File: src/rtl/seq_priority_encoder.sv
// seq_priority_encoder: registered 8-to-3 priority encoder with sticky
// falling-edge request capture and a valid/ready output handshake.
// Ports:
//   clk      in   rising-edge clock
//   rst_n    in   asynchronous active-low reset
//   G        in   capture enable (1 = accept new request edges)
//   I_n[7:0] in   active-low request lines
//   ready    in   downstream accepts the presented code
//   A[2:0]   out  index of presented request (7 = highest priority)
//   valid    out  A holds a pending request
//   pending  out  sticky pending-request mask
//   overrun  out  sticky: a request merged with one already pending
module seq_priority_encoder #(
    parameter int SYNC = 2
) (
    input  logic       clk,
    input  logic       rst_n,
    input  logic       G,
    input  logic [7:0] I_n,
    input  logic       ready,
    output logic [2:0] A,
    output logic       valid,
    output logic [7:0] pending,
    output logic       overrun
);

    logic [7:0] s;
    logic [7:0] p_q;
    logic [7:0] pend_q, pend_d;
    logic [2:0] a_q, a_d;
    logic       valid_q, valid_d;
    logic       ovr_q, ovr_d;
    logic [7:0] fall;
    logic [7:0] clr;

    generate
        if (SYNC == 0) begin : g_nosync
            assign s = I_n;
        end else begin : g_sync
            logic [7:0] sync_q [SYNC];

            // Chain resets to 1 so a line held low through reset
            // still shows up as one falling edge afterwards.
            always_ff @(posedge clk or negedge rst_n) begin
                if (!rst_n) begin
                    for (int k = 0; k < SYNC; k++) sync_q[k] <= 8'hFF;
                end else begin
                    sync_q[0] <= I_n;
                    for (int k = 1; k < SYNC; k++) sync_q[k] <= sync_q[k-1];
                end
            end

            assign s = sync_q[SYNC-1];
        end
    endgenerate

    function automatic logic [2:0] hi_idx(input logic [7:0] v);
        logic [2:0] r;
        r = '0;
        for (int i = 0; i < 8; i++) begin
            if (v[i]) r = i[2:0];
        end
        return r;
    endfunction

    always_comb begin
        clr = '0;
        if (valid_q && ready) clr = 8'd1 << a_q;
        // p tracks s even while G=0, so a line held low during
        // disable never fires once G returns.
        fall    = p_q & ~s & {8{G}};
        // A new edge on the line being retired re-arms it.
        pend_d  = (pend_q & ~clr) | fall;
        ovr_d   = ovr_q | (|(fall & pend_q & ~clr));
        valid_d = valid_q;
        a_d     = a_q;
        // Output only moves when empty or consumed: no preemption.
        if (!valid_q || ready) begin
            valid_d = |pend_d;
            if (|pend_d) a_d = hi_idx(pend_d);
        end
    end

    always_ff @(posedge clk or negedge rst_n) begin
        if (!rst_n) begin
            p_q     <= 8'hFF;
            pend_q  <= '0;
            a_q     <= '0;
            valid_q <= 1'b0;
            ovr_q   <= 1'b0;
        end else begin
            p_q     <= s;
            pend_q  <= pend_d;
            a_q     <= a_d;
            valid_q <= valid_d;
            ovr_q   <= ovr_d;
        end
    end

    assign A       = a_q;
    assign valid   = valid_q;
    assign pending = pend_q;
    assign overrun = ovr_q;

endmodule

File: config.mk
export PLATFORM = sky130hd
export DESIGN_NAME = seq_priority_encoder
export DESIGN_NICKNAME = d
export VERILOG_FILES = /design/src/rtl/seq_priority_encoder.sv
export SDC_FILE = /design/constraint.sdc
export NUM_CORES = 1
export LEC_CHECK = 0
export CAP_MARGIN = 20
export CELL_PAD_IN_SITES_DETAIL_PLACEMENT = 0
export CELL_PAD_IN_SITES_GLOBAL_PLACEMENT = 2
export CORE_UTILIZATION = 34
export CTS_BUF_LIST = sky130_fd_sc_hd__clkbuf_16
export CTS_CLUSTER_DIAMETER = 150
export DETAILED_ROUTE_END_ITERATION = 10
export PLACE_DENSITY = 0.75
export SYNTH_ARGS = -nofsm -noshare
export SYNTH_HDL_FRONTEND = slang
export SYNTH_SLANG_ARGS = --single-unit
File: constraint.sdc
create_clock -name clk -period 2.56 [get_ports clk]
set_clock_uncertainty 0.2 [all_clocks]
set_input_delay 0.256 -clock clk [delete_from_list [all_inputs] [get_ports clk]]
set_output_delay 0.256 -clock clk [all_outputs]
set_load 0.05 [all_outputs]
==> summary.txt, run 1 <==
Critical path
  – Worst-case reg-to-reg path depth: 6
  – Flop2flop setup slack: 0.33 ns
  – WS Path Type: reg2reg
  – Worst Path Max Fanout: 14
  – Worst Setup SP: A[1]$_DFFE_PN0P_
  – Launching point of the worst reg2reg path: A[1]$_DFFE_PN0P_
  – Crit. End Element: register
  – Worst Setup Start Kind: register
  – Worst EP required: 2.51 ns
  – CP Data Arrival Time: 2.18 ns
  – Reg-to-Reg End: A[0]$_DFFE_PN0P_

Cells and area
  – Diodes inserted: 0
  – Final Instance Area: around 1900 um2
  – Fill count: 372
  – Net count, final: 160
  – Most frequent cells in the layout: 24 x dfstp_2, 24 x clkdlybuf4s50_1, 13 x dfrtp_1
  – Area grow syn2layout: 29.58%
  – Final Util: 46.88%
  – Share of cells above drive strength 1: 30.20%

Logic synthesis
  – Syn Nets: 129
  – Synthesized area: 1489 um2
  – Most area-hungry cell type in the Yosys netlist: dfstp_2
  – Synth top area share: 42.35%
  – Syn_area_per_cell: around 13 um2
  – Synth top area cells: dfstp_2 42%, dfrtp_1 22%, and3b_1 2.9%, nand2_1 2.5%, mux2_2 2.3%
  – Post-Synthesis Cells: 117
  – Distinct cell type count after synthesis: 36
  – Yosys reg bits: 37
  – Register area share after synthesis: 64.20%
  – Yosys warns: 0

Route
  – Post-DR wirelength/cell: 13.94 um
  – DRT antenna net count: 0
  – Detailed Route Iter0 Violations: 33
  – DR vias/cell: 4.945
  – Post-Route WL: 2774 um
  – Drt pass-1 iters: 4
  – Remaining DRCs: 0
  – Vias: 984

Floorplan
  – Placeable Area: 4115 um2
  – Rows: 23
  – Die area: roughly 4600 um2
  – Die Wd: about 70 um
  – Die height: 68.18 um
  – Initial Util: 36.18%
  – I/O pin cnt: 25

Placement
  – Dpl hpwl: 2070 um
  – GP Congestion: slightly below 0.8
  – Area after DPL: 1788 um2
  – I/O Buffers: 24

STA
  – Final setup viols: 0
  – RSZ-0062 raised after global routing: no
  – Tcrit/Tclk final: 87.11%
  – F_max: 448.4 MHz
  – Max Slew Vio Count: 0
  – Setup TNS: 0 ns
  – Final Hold Vio Count: 0
  – Worst slew pin tran: 0.5109 ns
  – Slew headroom: 65.83%
  – Final min period: approximately 2.2 ns

Clock network
  – CTS tree: yes
  – Post-cts resize count: 0
  – Clock Tree Root: clkbuf_16
  – CTS Buf Count: 5
  – Htree depth: 2
  – # Post-CTS Setup Buffers: 0
  – Clock latency on the worst-skew pair: around 0.27 ns
  – Clock-pin transition on the worst setup and hold timing paths: about 0.050 ns
  – Clock sinks: 37
  – # hold bufs at CTS: 0
  – Worst-case clock buffer depth: 2

Global routing
  – Grt ovf: 0
  – First-pass GRT wire length: roughly 4400 um
  – Initial antenna violation count: 0
  – Vias in the first global route: 906
  – Global Route Usage Sum: 13.87%
  – Largest net degree at the start of global routing: 38

Min path
  – Hold path depth: 0
  – Hold path startpoint: g_sync.sync_q[13]$_DFF_PN1_
  – Worst Hold Class: reg2reg
  – WHS Endpoint: s[5]$_DFF_PN1_

Power and ir drop
  – Maximum VDD drop: 0.5009 mV
  – Overall power: about 2.1 mW
  – Lkg Pwr: about 0.8 nW
  – Pwr/cell area: 1063 nW/um2

Job
  – Maxcap violations: 0

Status
  – Outcome: complete, no violations
## cells in the mapped netlist, drive strengths merged
cell,instances
o22ai,2
buf,2
o21ai,7
dfrtp,13
a311oi,1
a21oi,5
nand2b,3
o32ai,1
nor4,1
nor2,8
a31oi,2
mux2,3
a41oi,1
or2,1
o311ai,1
and3b,6
nand4,2
and2b,2
dfstp,24
a21boi,1
nand2,10
a21o,1
nand3,1
a32o,1
a211oi,3
o31ai,1
nand3b,5
or3,2
inv,7
## worst max-delay path by stage
stage                     slack [ns]          endpoint  cells after the start
final                           0.33  A[0]$_DFFE_PN0P_                      6
after detailed placement        0.03  A[0]$_DFFE_PN0P_                      7
after global placement          0.09  A[1]$_DFFE_PN0P_                      7
after CTS                       0.31  A[0]$_DFFE_PN0P_                      6
after global routing            0.18  A[0]$_DFFE_PN0P_                      6
after floorplan                 0.25  A[0]$_DFFE_PN0P_                      8
## flip-flops by register name, summed over array words and instances, names as in the netlist
register	cells
A	3
g_sync.sync_q	8
overrun	1
p_q	8
pending	8
s	8
valid	1
## per-stage QoR
step | worst slack (ns) | hold WS [ns] | instances
2_1_floorplan | 0.2543 | -0.2396 | 117
3_3_place_gp | 0.09076 | 0.1457 | 191
3_5_place_dp | 0.03428 | 0.1470 | 191
4_1_cts | 0.3067 | 0.1550 | 199
5_1_grt | 0.1843 | 0.1562 | 199
6_report | 0.3300 | 0.1542 | 199
## metal layers
metal  track usage [%]  up-vias  part of all wire, %
li1                  -      481                    -
met1             18.53      475                   47
met2             21.08       26                   49
met4             3.125        0                 0.22
met5                 0        -                    0
met3             5.500        2                  3.7
## area by class of cell
type,count,area [um2],share of cell area [%]
clock inverters,3,16.27,0.8431
clock buffers,5,125.1,6.485
well taps,50,62.56,3.243
inverters,7,26.28,1.362
flip-flops and latches,37,955.9,49.55
repair buffers,26,255.2,13.23
multi-input cells,71,488.0,25.29
## kinds of logic (layout without fill, tap and decap cells)
kind of cell,count (synthesis),after routing,share of synthesized area (%)
AO/OA/AOI/OAI,27,27,12.77
buffers and inverters,9,41,3.025
AND/OR/NAND/NOR,41,41,17.73
flip-flops,37,37,64.20
multiplexers,3,3,2.269
## report_power, final
part | switching (mW) | internal, mW
Sequential | 0.108 | 0.686
Clock | 0.220 | 0.357
Combinational | 0.436 | 0.243
## critical path, stage by stage (launching register included)
cell,delay [ns]
dfrtp_1,0.52
nand2b_1,0.25
o21ai_1,0.17
o21ai_2,0.13
nor4_4,0.35
a41oi_2,0.19
mux2_2,0.31
Power figures use the tool's default switching activity.
==> run 2: changes to the inputs <==
Settings changed: RECOVER_POWER from default to 50.
==> summary.txt, run 2 (synthesized netlist as in run 1, its figures left out) <==
Min path
  – Hold path startpoint: g_sync.sync_q[13]$_DFF_PN1_
  – WHS Endpoint: s[5]$_DFF_PN1_
  – Worst Hold Class: reg2reg
  – Hold path depth: 0 (unchanged)

Placement
  – Dpl hpwl: 2070 um (unchanged)
  – Setup WS pre-CTS: 0.03428 ns (unchanged)
  – GP Congestion: 0.7881 (unchanged)
  – I/O Buffers: 24 (unchanged)
  – Cells after DPL: 191 (unchanged)

Route
  – Detailed Route Iter0 Violations: 33 (unchanged)
  – Post-Route WL: 2765 um (-0.32%)
  – DRT antenna net count: 0 (unchanged)
  – Vias: 983 (-0.10%)
  – Drt pass-1 iters: 4 (unchanged)
  – Post-DR wirelength/cell: 13.89 um (-0.32%)
  – Remaining DRCs: 0 (unchanged)
  – DR vias/cell: 4.940 (-0.10%)

Global routing
  – Grt ovf: 0 (unchanged)
  – Vias in the first global route: 906 (unchanged)
  – Largest net degree at the start of global routing: 38 (unchanged)
  – Global Route Usage Sum: 13.87% (unchanged)
  – First-pass GRT wire length: 4443 um (unchanged)
  – Initial antenna violation count: 0 (unchanged)

Power and ir drop
  – Lkg Pwr: 0.7811 nW (about the same)
  – Overall power: 2.046 mW (-0.22%)
  – Maximum VDD drop: 0.5007 mV (about the same)
  – Pwr/cell area: 1062 nW/um2 (about the same)
  – Share of power burned in registers: 38.8% (about the same)
  – Int Pwr: 1.282 mW (-0.34%)
  – Logic pwr share: 33.0% (about the same)
  – Clock power frac: 28.2% (about the same)
  – Switching share of power: 37.33% (+0.074 points)
  – NetSw: 0.7636 mW (about the same)

Status
  – Outcome: complete, no violations

STA
  – F_max: 448.4 MHz (unchanged)
  – Final min period: 2.230 ns (unchanged)
  – Final WS setup: 0.3300 ns (unchanged)
  – RSZ-0062 raised after global routing: no
  – Worst slew pin tran: 0.8684 ns (+0.3575 ns)
  – Slew headroom: 42.11% (-24 points)
  – Tcrit/Tclk final: 87.11% (unchanged)
  – Setup TNS: 0 ns (unchanged)
  – Max Slew Vio Count: 0 (unchanged)
  – Final Hold Vio Count: 0 (unchanged)
  – Final setup viols: 0 (unchanged)

Clock network
  – # Post-CTS Setup Buffers: 0 (unchanged)
  – Clock sinks: 37 (unchanged)
  – CTS tree: yes
  – Clock Tree Root: clkbuf_16
  – Worst-case clock buffer depth: 2 (unchanged)
  – Post-cts resize count: 0 (unchanged)
  – Htree depth: 2 (unchanged)
  – CTS Buf Count: 5 (unchanged)
  – # hold bufs at CTS: 0 (unchanged)
  – Clock latency on the worst-skew pair: 0.27 ns (about the same)
  – Clock-pin transition on the worst setup and hold timing paths: 0.05 ns (about the same)

Critical path
  – Flop2flop setup slack: 0.33 ns (about the same)
  – Critical-path top delay cell: dfrtp_1
  – Worst EP required: 2.51 ns (about the same)
  – CP top delay family: simple AND/OR/NAND/NOR gates
  – Crit. End Element: register
  – Reg-to-Reg End: A[0]$_DFFE_PN0P_
  – Crit path cell chain: nand2b_1, o21ai_1, o21ai_2, nor4_4, a41oi_2, mux2_2
  – Worst Setup Start Kind: register
  – CP bufs+invs: 0 (unchanged)
  – Launching point of the worst reg2reg path: A[1]$_DFFE_PN0P_
  – CP Data Arrival Time: 2.18 ns (about the same)
  – Worst-case reg-to-reg path depth: 6 (unchanged)
  – WS Path Type: reg2reg
  – CP max stage delay: 0.52 ns (about the same)
  – Worst Path Max Fanout: 14 (unchanged)

Cells and area
  – Area occupied by multi-input gates: 488.0 um2 (unchanged)
  – Flip-flop and latch area: 955.9 um2 (unchanged)
  – Area grow syn2layout: 29.41%
  – Fill count: 372 (unchanged)
  – Diodes inserted: 0 (unchanged)
  – Net count, final: 160 (unchanged)
  – Layout Cells excl Fill: 199 (unchanged)
  – Most frequent cells in the layout: 21 x dfstp_2, 15 x clkdlybuf4s50_1, 13 x dfrtp_1
  – Final Util: 46.82% (-0.061 points)
  – Share of cells above drive strength 1: 28.19% (-2.0 points)
  – Most common cell after layout, fill and taps aside: dfstp_2

Floorplan
  – Die Wd: 68.18 um (unchanged)
  – Die height: 68.18 um (unchanged)
  – Initial Util: 36.18% (unchanged)
  – Die area: 4648 um2 (unchanged)
  – Rows: 23 (unchanged)
  – I/O pin cnt: 25 (unchanged)
  – Placeable Area: 4115 um2 (unchanged)

Job
  – Maxcap violations: 0 (unchanged)
-- run 2: changes by cell type in the layout (fill, tap and decap cells not counted), sizes merged --
cell,change
clkbuf,+1
dlygate4sd3,+9
clkdlybuf4s50,-9
buf,-1
-- run 2: how the worst max path moves through the flow --
stage	from	to	slack, ns	cells past startpoint
4_1_cts	A[1]$_DFFE_PN0P_	A[0]$_DFFE_PN0P_	0.31	6
2_1_floorplan	A[0]$_DFFE_PN0P_	A[0]$_DFFE_PN0P_	0.25	8
5_1_grt	A[1]$_DFFE_PN0P_	A[0]$_DFFE_PN0P_	0.18	6
6_report	A[1]$_DFFE_PN0P_	A[0]$_DFFE_PN0P_	0.33	6
3_5_place_dp	ready	A[0]$_DFFE_PN0P_	0.03	7
3_3_place_gp	ready	A[1]$_DFFE_PN0P_	0.09	7
-- run 2: per-layer routing --
layer	wire (um)	GRT usage, %	vias to the layer above
met5	0	0	-
met3	102	5.500	2
li1	-	-	481
met1	1320	18.53	474
met2	1337	21.08	26
met4	6	3.125	0
-- run 2: power by group through the flow --
stage          combinational [mW]  sequential [mW]  clock, mW
3_5_place_dp                0.684            0.803          0
6_report                    0.676            0.793      0.577
4_1_cts                     0.684            0.797      0.595
2_1_floorplan               0.270            0.993          0
3_3_place_gp                0.681            0.803          0
5_1_grt                     0.722            0.807      0.624
-- run 2: area by class of cell --
type	count	share of cell area, %
timing repair buffer	26	13.12
sequential	37	49.61
clock inverter	3	0.8442
multi-input combinational	71	25.32
inverter	7	1.364
clock buffer	5	6.493
tap	50	3.247
-- run 2: stage by stage --
step	hold slack (ns)	cell area, um2
floorplan	-0.2396	1489
global placement	0.1457	1788
detailed placement	0.1470	1788
CTS	0.1550	1929
global route	0.1562	1927
finish	0.1542	1927
-- run 2: worst register-to-register path, cell delays in order, from the launching register on --
cell	delay, ns
dfrtp_1	0.52
nand2b_1	0.25
o21ai_1	0.17
o21ai_2	0.13
nor4_4	0.35
a41oi_2	0.19
mux2_2	0.31
==> run 3: changes to the inputs <==
Clock period 2.56 ns to 2.1 ns, I/O delays scaled along.
==> summary.txt, run 3 (synthesized netlist as in run 1, its figures left out) <==
Status
  – Outcome: finished, violations left
  – Failing checks: negative setup slack

Cells and area
  – Final Instance Area: 2117 um2 (+9.9%)
  – Fill count: 380 (+2.2%)
  – Share of cells above drive strength 1: 42.86% (+15 points)
  – Most frequent cells in the layout: 24 x dfstp_2, 19 x buf_4, 15 x clkdlybuf4s50_1
  – Diodes inserted: 0 (unchanged)
  – Final Util: 51.44% (+4.6 points)
  – Most common cell after layout, fill and taps aside: dfstp_2
  – Net count, final: 179 (+12%)
  – Area grow syn2layout: 42.18%

Route
  – DRT antenna net count: 0 (unchanged)
  – Detailed Route Iter0 Violations: 57 (+73%)
  – Drt pass-1 iters: 4 (unchanged)
  – DR vias/cell: 4.872 (-1.4%)
  – Remaining DRCs: 0 (unchanged)
  – Post-DR wirelength/cell: 14.18 um (+2.0%)
  – Post-Route WL: 3091 um (+12%)
  – Vias: 1062 (+8.0%)

Min path
  – Hold path startpoint: g_sync.sync_q[9]$_DFF_PN1_
  – Hold path depth: 0 (unchanged)
  – WHS Endpoint: s[1]$_DFF_PN1_
  – Worst Hold Class: reg2reg

Floorplan
  – Initial Util: 36.18% (unchanged)
  – Die area: 4648 um2 (unchanged)
  – Rows: 23 (unchanged)
  – Die height: 68.18 um (unchanged)
  – Die Wd: 68.18 um (unchanged)
  – I/O pin cnt: 25 (unchanged)
  – Placeable Area: 4115 um2 (unchanged)

Global routing
  – Vias in the first global route: 1088 (+20%)
  – Global Route Usage Sum: 15.97% (+2.1 points)
  – Initial antenna violation count: 0 (unchanged)
  – Grt ovf: 0 (unchanged)
  – Largest net degree at the start of global routing: 38 (unchanged)
  – First-pass GRT wire length: 5009 um (+13%)

Critical path
  – Crit. End Element: register
  – CP max stage delay: 0.52 ns (about the same)
  – Worst EP required: 2.06 ns (-0.45 ns)
  – Worst-case reg-to-reg path depth: 6 (unchanged)
  – Launching point of the worst reg2reg path: s[7]$_DFF_PN1_
  – WS Path Type: reg2reg
  – Reg-to-Reg End: A[1]$_DFFE_PN0P_
  – Worst Setup Start Kind: register
  – Crit path cell chain: and3b_1, a211oi_2, inv_2, nor4_4, a41oi_2, mux2_2
  – Flop2flop setup slack: -0.02 ns (-0.35 ns)
  – Critical-path top delay cell: dfstp_2
  – CP Data Arrival Time: 2.08 ns (-0.10 ns)
  – Worst Path Max Fanout: 3 (-11)

Placement
  – I/O Buffers: 24 (unchanged)
  – Dpl hpwl: 2323 um (+12%)
  – Area after DPL: 1929 um2 (+7.9%)
  – GP Congestion: 0.8700 (+10%)

Clock network
  – Clock-pin transition on the worst setup and hold timing paths: 0.05 ns (about the same)
  – Clock sinks: 37 (unchanged)
  – CTS tree: yes
  – Clock latency on the worst-skew pair: 0.28 ns (about the same)
  – Clock Tree Root: clkbuf_16
  – CTS Buf Count: 5 (unchanged)
  – Htree depth: 2 (unchanged)
  – Worst-case clock buffer depth: 2 (unchanged)

STA
  – Final Hold Vio Count: 0 (unchanged)
  – RSZ-0062 raised after global routing: yes
  – Final setup viols: 3 (+3)
  – Slew headroom: 43.06% (+0.95 points)
  – Max Slew Vio Count: 0 (unchanged)
  – Final WS setup: -0.02276 ns (-0.3528 ns)
  – F_max: 471.1 MHz (+5.1%)
  – Final min period: 2.123 ns (-0.1072 ns)
  – Worst slew pin tran: 0.8541 ns (-0.01428 ns)
  – Tcrit/Tclk final: 101.1% (+14 points)

Power and ir drop
  – Lkg Pwr: 0.8791 nW (+13%)
  – Maximum VDD drop: 0.6310 mV (+26%)
  – Pwr/cell area: 1337 nW/um2 (+26%)

Job
  – Maxcap violations: 0 (unchanged)
==> run 3: cell types whose count changed in the layout (fill, tap and decap cells not counted), moves of 2 or more <==
| cell | previous run | this run |
|---|---|---|
| dfrtp_2 | 0 | 4 |
| dfstp_2 | 21 | 24 |
| dfrtp_1 | 13 | 9 |
| dfstp_1 | 3 | 0 |
| inv_1 | 7 | 5 |
| inv_4 | 2 | 0 |
| buf_4 | 1 | 19 |
==> run 3: how the worst max path moves through the flow <==
stage	endpoint	cells after the start	startpoint	slack [ns]
after global placement	A[1]$_DFFE_PN0P_	7	ready	-0.28
after CTS	A[1]$_DFFE_PN0P_	8	G	-0.01
after global routing	A[1]$_DFFE_PN0P_	6	s[7]$_DFF_PN1_	-0.11
final	A[1]$_DFFE_PN0P_	6	s[7]$_DFF_PN1_	-0.02
after detailed placement	A[1]$_DFFE_PN0P_	7	ready	-0.32
after floorplan	A[0]$_DFFE_PN0P_	7	A[0]$_DFFE_PN0P_	-0.08
==> run 3: area by class of cell <==
type	instances	area [um2]	share of cell area (%)
Clock inverter	3	46.29	2.187
Tap cell	50	62.56	2.955
Sequential cell	37	960.9	45.39
Clock buffer	5	125.1	5.910
Inverter	7	26.28	1.241
Multi-Input combinational cell	71	496.7	23.46
Timing Repair Buffer	45	399.1	18.85
==> run 3: metal layers <==
| metal | share of wire (%) | up-vias | GRT usage (%) |
|---|---|---|---|
| met5 | 0 | - | 0 |
| met4 | 2.8 | 0 | 10.16 |
| met3 | 3.7 | 8 | 4.667 |
| met2 | 48 | 24 | 25.37 |
| met1 | 46 | 517 | 18.75 |
| li1 | - | 513 | - |
==> run 3: critical path, delay by kind of cell, from the launching register on <==
family,cells,cell delay (ns)
AND/OR/NAND/NOR,2,0.46
AO/OA/AOI/OAI,2,0.42
multiplexers,1,0.32
buffers and inverters,1,0.09
flip-flops,1,0.52
==> run 3: stage by stage <==
step	setup slack, ns	TNS, ns	std cells	hold WS [ns]	power (mW)
6_report	-0.02276	-0.03667	218	0.1545	2.830
5_1_grt	-0.1142	-0.3014	218	0.1589	2.978
3_3_place_gp	-0.2806	-0.9915	208	0.1452	1.964
2_1_floorplan	-0.07996	-0.1599	117	-0.2856	1.556
4_1_cts	-0.01320	-0.02275	218	0.1219	2.860
3_5_place_dp	-0.3171	-1.075	208	0.1468	1.982
==> run 3: what timing repair did <==
item / in CTS / in global routing
setup buffers: 2 / 0
endpoints found under the setup margin: 4 / 4
pin swaps: 1 / 3
gates resized for setup: 0 / 2
cloned: 0 / 0
hold buffers: 0 / 0
==> run 3: report_power, final <==
group / leakage [nW] / internal [mW] / total, mW / switching, mW
Sequential: 0.378 / 0.841 / 0.953 / 0.112
Combinational: 0.421 / 0.428 / 1.04 / 0.608
Clock: 0.0800 / 0.561 / 0.841 / 0.281
